### src/rtl/grid_io_bank_cfg.sv
// NUM_IO SoC pad subtiles configured through a ccff shift chain; a shadow register commits only full loads.
// Optional macro GRID_IO_CFG_PARITY_EN appends an even-parity chain bit and adds the cfg_err output.
module grid_io_bank_cfg #(
  parameter int NUM_IO = 4
) (
  input  logic              prog_clk,
  input  logic              pReset,
  input  logic              IO_ISOL_N,
  input  logic              ccff_en,
  input  logic              ccff_head,
  output logic              ccff_tail,
  input  logic [NUM_IO-1:0] gfpga_pad_EMBEDDED_IO_HD_SOC_IN,
  output logic [NUM_IO-1:0] gfpga_pad_EMBEDDED_IO_HD_SOC_OUT,
  output logic [NUM_IO-1:0] gfpga_pad_EMBEDDED_IO_HD_SOC_DIR,
  input  logic [NUM_IO-1:0] right_pin_outpad,
  output logic [NUM_IO-1:0] right_pin_inpad_upper,
  output logic [NUM_IO-1:0] right_pin_inpad_lower,
  output logic              cfg_done
`ifdef GRID_IO_CFG_PARITY_EN
  ,
  output logic              cfg_err
`endif
);

`ifdef GRID_IO_CFG_PARITY_EN
  localparam int CFG_L = 2*NUM_IO + 1;
`else
  localparam int CFG_L = 2*NUM_IO;
`endif
  localparam int CNT_W = $clog2(CFG_L+1);
  localparam int SH_W  = 2*NUM_IO;

  logic [CFG_L-1:0] chain;
  logic [CFG_L-1:0] chain_nxt;
  logic [SH_W-1:0]  shadow;
  logic [CNT_W-1:0] cnt;
  logic             en_q;
  logic             burst_start;
  logic             commit;
  logic             active;

  assign chain_nxt   = {chain[CFG_L-2:0], ccff_head};
  assign burst_start = ccff_en & ~en_q;
  // cnt saturates at CFG_L, so it passes CFG_L-1 exactly once per burst
  assign commit      = ccff_en & en_q & (cnt == CNT_W'(CFG_L-1));

  always_ff @(posedge prog_clk or posedge pReset) begin
    if (pReset) begin
      chain     <= '0;
      cnt       <= '0;
      en_q      <= 1'b0;
      ccff_tail <= 1'b0;
    end else begin
      en_q <= ccff_en;
      if (ccff_en) begin
        chain     <= chain_nxt;
        ccff_tail <= chain[CFG_L-1];
        if (!en_q)
          cnt <= CNT_W'(1);
        else if (cnt != CNT_W'(CFG_L))
          cnt <= cnt + CNT_W'(1);
      end
    end
  end

  always_ff @(posedge prog_clk or posedge pReset) begin
    if (pReset) begin
      shadow   <= '0;
      cfg_done <= 1'b0;
`ifdef GRID_IO_CFG_PARITY_EN
      cfg_err  <= 1'b0;
`endif
    end else if (burst_start) begin
      cfg_done <= 1'b0;
    end else if (commit) begin
`ifdef GRID_IO_CFG_PARITY_EN
      // even parity over the whole chain: a set XOR marks a corrupted load
      if (~^chain_nxt) begin
        shadow   <= chain_nxt[SH_W-1:0];
        cfg_done <= 1'b1;
        cfg_err  <= 1'b0;
      end else begin
        cfg_err  <= 1'b1;
      end
`else
      shadow   <= chain_nxt[SH_W-1:0];
      cfg_done <= 1'b1;
`endif
    end
  end

  assign active = IO_ISOL_N & cfg_done;

  always_comb begin
    gfpga_pad_EMBEDDED_IO_HD_SOC_DIR = '1;
    gfpga_pad_EMBEDDED_IO_HD_SOC_OUT = '0;
    right_pin_inpad_upper            = '0;
    for (int k = 0; k < NUM_IO; k++) begin
      gfpga_pad_EMBEDDED_IO_HD_SOC_DIR[k] = ~(active & shadow[2*k]);
      gfpga_pad_EMBEDDED_IO_HD_SOC_OUT[k] = active & shadow[2*k] & (right_pin_outpad[k] ^ shadow[2*k+1]);
      right_pin_inpad_upper[k]            = active & ~shadow[2*k] &
                                            (gfpga_pad_EMBEDDED_IO_HD_SOC_IN[k] ^ shadow[2*k+1]);
    end
  end

  assign right_pin_inpad_lower = right_pin_inpad_upper;

endmodule

### config.mk
export PLATFORM = sky130hd
export DESIGN_NAME = grid_io_bank_cfg
export DESIGN_NICKNAME = d
export VERILOG_FILES = /design/src/rtl/grid_io_bank_cfg.sv
export SDC_FILE = /design/constraint.sdc
export NUM_CORES = 1
export LEC_CHECK = 0
export BUFFER_PORTS_ARGS = -buffer_cell sky130_fd_sc_hd__buf_4
export CORE_MARGIN = 4
export CORE_UTILIZATION = 50
export CTS_BUF_LIST = sky130_fd_sc_hd__clkbuf_8 sky130_fd_sc_hd__clkbuf_16
export CTS_CLUSTER_SIZE = 10
export DETAILED_ROUTE_END_ITERATION = 10
export HOLD_SLACK_MARGIN = 0.15
export PLACE_DENSITY = 0.87
export SYNTH_ARGS = -nofsm -noshare
export SYNTH_HDL_FRONTEND = slang
export SYNTH_SLANG_ARGS = --single-unit
### constraint.sdc
create_clock -name prog_clk -period 1.6 [get_ports prog_clk]
set_input_delay 0.24 -clock prog_clk [delete_from_list [all_inputs] [get_ports prog_clk]]
set_output_delay 0.24 -clock prog_clk [all_outputs]
set_load 0.02 [all_outputs]
# Word-level counts from Yosys, hierarchy flattened
# Cells that the tools add are included.
dict set report classes {
  n_bitwise 38
  mux 4
  eq_ne 3
  add_sub_neg 1
  n_reduce_logical 3
}
# op count
set ops {}
lappend ops {{$and 1x1->1} 20}
lappend ops {{$not 1->1} 10}
lappend ops {{$mux 4} 2}
lappend ops {{$xor 1x1->1} 8}
lappend ops {{$add 4x1->4 const B} 1}
lappend ops {{$eq 4x3->1 const B} 1}
lappend ops {{$ne 4x4->1 const B} 1}
lappend ops {{$reduce_and 2->1} 2}
lappend ops {{$mux 1} 2}
lappend ops {{$ne 2x1->1 const B} 1}
lappend ops {{$reduce_bool 2->1} 1}
dict set report totals {
  in_bits 13
  reg_bits 23
}

# Depth between registers and ports, before layout
# Gate-level depths: netlist of the first run.
dict set report logic_depth {
  ltp_word 4
  ltp_mapped 5
  mapped_depth_nobuf 5
}

# Least setup slack after synthesis of the first run
# Ideal clock, no wire load.
dict set report synth_timing {
  kind {reg2out}
  start {register cfg_done}
  end {output port right_pin_inpad_upper[0]}
  stages_incl_launch_ff 4
  arrival_ns 1.480
  n_path_buf 1
  slack_ns -0.120
  path_cell_list {dfrtp_1 > nand2_1 > nor3_1 > buf_4}
}
dict set report synth_between {
  elab_chain_len 3
}
# element line_no
set synth_rtl {}
lappend synth_rtl {{start, declared} 18} ;# output logic cfg_done
lappend synth_rtl {{start signal, assigned} 69} ;# cfg_done <= 1'b0;
lappend synth_rtl {{start signal, assigned} 74} ;# cfg_done <= 1'b0;
lappend synth_rtl {{start signal, assigned} 87} ;# cfg_done <= 1'b1;
lappend synth_rtl {{$and 1x1->1} 92} ;# assign active = IO_ISOL_N & cfg_done;
lappend synth_rtl {{$and 1x1->1 (2 in series)} 101} ;# right_pin_inpad_upper[k] = active & ~shadow[2*k] &
lappend synth_rtl {{end, declared} 16} ;# output logic [NUM_IO-1:0] right_pin_inpad_upper,
# No other way between the ends.

# Final worst setup path of the first run
dict set report layout_timing {
  start {register cfg_done}
  end {output port right_pin_inpad_upper[1]}
}
# Same word-level chain as after synthesis.

==> results.json, run 1 <==
{
  "finalHoldViolations": 0,
  "max_freq_mhz": 655,
  "areaGrowthSynthToFinish_pct": 27.9,
  "worst_skew_pair.late_latency_ps": 260,
  "design_area_um2": 1420,
  "peakVddDrop_uv": 846,
  "pwr_density_cell_nw_per_um2": 1220,
  "period_needed_ps": 1530,
  "ant_nets": 0,
  "wire_per_inst_um": 13.9,
  "die_h_um": 55.0,
  "core_area_um2": 2020,
  "ioPinCount": 31,
  "ys_top_cells_by_area": "dfrtp_1 52%, mux2_2 17%, xnor2_1 6.3%",
  "first_iter_violations": 7,
  "die_x_um": 55.0,
  "row_count": 16,
  "combPwrFrac_pct": 25.7,
  "grt_pass1_wl_um": 3060,
  "relSlewSlack_pct": 79.7,
  "grt_use_total_pct": 14.3,
  "clock_skew_ps": 1.80,
  "synth_area_um2": 1110,
  "cp_max_fo": 7,
  "cts_root_buffer": "clkbuf_8",
  "port_buffers": 30,
  "wl_um": 2120,
  "yosysSeqAreaShare_pct": 52.0,
  "clkSinkCount": 23,
  "antenna_found_initial": 0,
  "grt_max_degree": 24,
  "drive_gt1_share_pct": 47.2,
  "start_util_pct": 54.7,
  "cp-end-kind": "output port",
  "worstMarginPinSlew_ps": 301,
  "nets": 141,
  "dp_hpwl_um": 1610,
  "yosysTopAreaCellShare_pct": 52.0,
  "place_area_um2": 1340,
  "vias": 809,
  "clkTransAtPathRegs_ps": 80,
  "netlist_instances": 92,
  "htree_levels": 1,
  "clockPowerShare_pct": 20.6,
  "yosysWarnings": 0,
  "fill_cells": 146,
  "grt_pass1_vias": 730,
  "hold_path.class": "in2reg",
  "switching_share_pct": 31.1,
  "dr.pass1.iters": 4,
  "min_period_over_period_pct": 95.5,
  "start_kind": "flip-flop",
  "synth_nets": 107,
  "setup_viol": 0,
  "clock_path_buffers": 2,
  "power_mw": 1.72,
  "status": "finished clean",
  "postSynthAreaPerCell_um2": 12.0,
  "criticalPathCategory": "reg2out",
  "cp.required_ps": 1360,
  "synth_top_area_cell": "dfrtp_1",
  "p_leak_nw": 0.675,
  "pwr-share-seq_pct": 53.7,
  "cp.arrival_ps": 1290,
  "gp_congestion": 0.738,
  "synth_seq_cells": 23,
  "dieArea_um2": 3030,
  "slew_violations": 0,
  "cap_violations": 0,
  "cts_tree": "built",
  "cts_buffers": 3,
  "vias_per_cell": 5.32,
  "p_int_mw": 1.19,
  "rsz0062_at_grt": "true",
  "synthDistinctLibCells": 21,
  "grt-ovfl-total": 0,
  "p_switching_uw": 536,
  "drc": 0,
  "diodes": 0
}
[placed cells by master (no fill, tap or decap), drive strengths merged]
cell         Yosys  layout
a211oi           1       1
ha               2       2
o21ai            2       2
dfrtp           23      23
mux2            17      17
nand4b           1       1
nor2             4       4
buf              6      34
nand2            4       4
clkinv           0       1
nand2b           1       1
a22o             1       1
inv              5       5
nor3             5       5
clkbuf           0       3
nand3            8       8
a31oi            1       1
dlygate4sd3      0       1
xnor2            8       8
a21o             2       2
o311ai           1       1
[registers in the layout (all words and copies together) (netlist names)]
| register | cells |
|---|---|
| ccff_tail | 1 |
| cnt | 4 |
| en_q | 1 |
| cfg_done | 1 |
| chain | 8 |
| shadow | 8 |
[worst paths after layout]
kind                                start                       end  slack, ps  cells after the start
worst max-delay path             cfg_done  right_pin_inpad_upper[1]         70                      3
worst min-delay path            ccff_head                 shadow[0]        220                      2
worst max register to register     cnt[1]                 shadow[6]         90                      5
worst min register to register  ccff_tail                 ccff_tail        510                      1
max in group asynchronous          pReset                  cfg_done        810                      4
min in group asynchronous          pReset                    cnt[0]        560                      4
[final cells by class]
type | instances | area (um^2) | share of cell area [%]
sequential | 23 | 577 | 40.8
multi-input combinational | 58 | 474 | 33.5
timing repair buffer | 35 | 265 | 18.7
clock buffer | 3 | 41.3 | 2.92
tap | 27 | 33.8 | 2.39
inverter | 5 | 18.8 | 1.33
clock inverter | 1 | 5.00 | 0.354
[per-stage QoR]
step	instances	setup WS (ps)	util, %	hold WS, ps	TNS, ps
2_1_floorplan	92	-120	-	242	-478
3_3_place_gp	145	123	66.2	293	0
3_5_place_dp	145	32.2	66.2	297	0
4_1_cts	150	15.2	69.2	214	0
5_1_grt	152	-16.7	70.0	222	-75.0
6_report	152	72.7	70.0	218	0
[cells in the mapped netlist]
library cell and instances:
nor3_1 4, buf_4 5, nor3_4 1, nand2_1 4
nand4b_1 1, inv_1 5, nor2_1 4, buf_2 1
mux2_2 17, o311ai_0 1, dfrtp_1 23, nand3_1 7
a21o_1 2, a22o_1 1, xnor2_1 8, o21ai_0 2
nand2b_1 1, ha_1 2, a31oi_1 1, a211oi_1 1
nand3_2 1
[metal layers]
metal / part of all wire [%] / up-vias / GRT usage (%)
li1: - / 387 / -
met1: 40 / 383 / 16.2
met2: 48 / 34 / 25.4
met3: 9.9 / 5 / 2.14
met4: 1.9 / 0 / 8.50
met5: 0 / - / 0
[logic make-up (layout without fill, tap and decap cells)]
group                    Yosys count  after routing  share of synthesized area, %
AND/OR/NAND/NOR                   23             23                          11.4
AO/OA/AOI/OAI                      8              8                          5.09
XOR/XNOR                           8              8                          6.34
flip-flops                        23             23                          52.0
multiplexers                      17             17                          17.3
buffers and inverters             11             44                          5.54
adder cells (fa/ha/maj)            2              2                          2.26
[what timing repair did]
item / CTS / global route
resized for setup: 2 / 0
pin swaps: 0 / 1
endpoints found under the setup margin: 2 / 14
endpoints found under the hold margin: 23 / 0
buffers inserted: 0 / 2
hold buffers: 1 / 0
[power groups by stage]
| stage | Clock (mW) | Combinational, mW | Sequential [mW] |
|---|---|---|---|
| floorplan | 0 | 0.319 | 0.909 |
| global placement | 0 | 0.411 | 0.919 |
| detailed placement | 0 | 0.440 | 0.935 |
| CTS | 0.361 | 0.448 | 0.925 |
| global route | 0.374 | 0.488 | 0.957 |
| finish | 0.355 | 0.443 | 0.925 |
[critical path: stages, from the launching register on]
cell and delay (ps):
dfrtp_2 440, nand2_1 140, nor3_1 260, buf_4 190
No activity file was read; power rests on OpenSTA's default activity.
==> inputs of run 2 (changes only) <==
- CORE_UTILIZATION: 50 -> 37
- PLACE_DENSITY: 0.87 -> 0.7
==> run 2 against run 1 <==
Effect of this change: total power rose by 1.1%; setup slack improved by 33 ps; via count fell by 1.1%; routed wire length rose by 1.4%; first-iteration DRC count rose to 5.3 times the previous value; design area rose by 1.8%; die area rose by 30%; hold slack improved by 4.4 ps; sequential share of layout area fell by 0.71 points.
==> results.json, run 2 (synthesized netlist as in run 1, its figures left out) <==
{
  "die_x_um": 62.7,
  "nets": 140,
  "combPwrFrac_pct": 25.7,
  "fin_util_pct": 51.3,
  "dp_hpwl_um": 1600,
  "ant_nets": 0,
  "vias_per_cell": 5.16,
  "multi_input_comb_area_um2": 489,
  "setup_viol": 0,
  "start_kind": "flip-flop",
  "pwr_density_cell_nw_per_um2": 1210,
  "cts_root_buffer": "clkbuf_8",
  "hold_path.class": "in2reg",
  "dieArea_um2": 3930,
  "reg_top3": "chain (8), shadow (8), cnt (4)",
  "clock_skew_ps": 1.29,
  "cp.required_ps": 1360,
  "finalSetupTns_ps": 0,
  "cts_buffers": 3,
  "final_common_cell": "buf_4",
  "wl_um": 2150,
  "regArea_um2": 577,
  "worstMarginPinSlew_ps": 301,
  "row_count": 19,
  "criticalPathCategory": "reg2out",
  "switching_share_pct": 31.8,
  "cp_max_fo": 7,
  "period_needed_ps": 1490,
  "min_period_over_period_pct": 93.4,
  "grt-ovfl-total": 0,
  "worst_skew_pair.late_latency_ps": 260,
  "max_freq_mhz": 669,
  "dr.pass1.iters": 4,
  "cap_violations": 0,
  "wire_per_inst_um": 13.9,
  "pwr-share-seq_pct": 53.8,
  "r2r_slack_ps": 140,
  "clkSinkCount": 23,
  "place_area_um2": 1360,
  "clock_path_buffers": 2,
  "die_h_um": 62.7,
  "peakVddDrop_uv": 593,
  "holdWs_ps": 223,
  "pre_cts_slack_ps": 141,
  "layout_setup_ws_ps": 105,
  "port_buffers": 30,
  "first_iter_violations": 37,
  "drive_gt1_share_pct": 49.2,
  "status": "finished clean",
  "vias": 800,
  "diodes": 0,
  "relSlewSlack_pct": 79.7,
  "final_cell_mix": "32 x buf_4, 22 x dfrtp_1, 17 x mux2_2",
  "grt_max_degree": 24,
  "rsz0062_at_grt": "false",
  "slew_violations": 0,
  "start_util_pct": 39.4,
  "drc": 0,
  "design_area_um2": 1440,
  "areaGrowthSynthToFinish_pct": 30.2,
  "grt_use_total_pct": 12.0,
  "cp.arrival_ps": 1250,
  "finalHoldViolations": 0,
  "cts_tree": "built",
  "p_int_mw": 1.19,
  "gp_congestion": 0.668,
  "p_leak_nw": 0.674,
  "p_switching_uw": 554,
  "fill_cells": 253,
  "core_area_um2": 2810,
  "grt_pass1_wl_um": 3740,
  "htree_levels": 1,
  "clkTransAtPathRegs_ps": 80,
  "antenna_found_initial": 0,
  "cp-end-kind": "output port",
  "grt_pass1_vias": 815,
  "ioPinCount": 31,
  "post_cts_buffers": 0,
  "clockPowerShare_pct": 20.5
}
-- run 2: changes by cell type in the layout (fill, tap and decap cells not counted), sizes merged --
cell  previous run  this run
buf             34        33
-- run 2: cell type report --
| class | instances | area share (%) |
|---|---|---|
| clock buffers | 3 | 2.87 |
| clock inverters | 1 | 0.348 |
| inverters | 5 | 1.30 |
| multi-input cells | 58 | 34.0 |
| flip-flops and latches | 23 | 40.1 |
| well taps | 31 | 2.69 |
| repair buffers | 34 | 18.8 |
-- run 2: repair_timing --
action	4_1_cts	5_1_grt
endpoints found under the setup margin	0	8
hold endpoints to repair	23	0
gates resized for setup	0	5
hold buffers	1	0
-- run 2: critical path, stage by stage, from the launching register on --
cell and delay, ps:
dfrtp_2 430, nand2_1 170, nor3_2 220, buf_4 170
-- run 2: stage by stage --
step	power [mW]	cells
2_1_floorplan	1.23	92
3_3_place_gp	1.34	150
3_5_place_dp	1.39	150
4_1_cts	1.75	155
5_1_grt	1.87	155
6_report	1.74	155
-- run 2: worst paths after layout --
check                          start                       end  cells after the start
min in group asynchronous     pReset                      en_q                      4
setup reg to reg              cnt[1]                 shadow[7]                      5
hold / removal             ccff_head                 shadow[0]                      2
hold reg to reg             chain[7]                 ccff_tail                      1
setup / recovery            cfg_done  right_pin_inpad_lower[3]                      3
max in group asynchronous     pReset                  cfg_done                      4
-- run 2: layer usage --
layer  track usage (%)  up-vias  routed length, um
li1                  -      381                  -
met4              7.99        0                 46
met2              19.8       29                992
met1              14.0      384                959
met5                 0        -                  0
met3              2.70        6                149
-- run 2: power groups by stage --
| stage | clock [mW] | sequential [mW] | combinational, mW |
|---|---|---|---|
| 2_1_floorplan | 0 | 0.909 | 0.319 |
| 3_3_place_gp | 0 | 0.928 | 0.415 |
| 3_5_place_dp | 0 | 0.944 | 0.442 |
| 4_1_cts | 0.374 | 0.934 | 0.447 |
| 5_1_grt | 0.403 | 0.968 | 0.500 |
| 6_report | 0.357 | 0.937 | 0.448 |
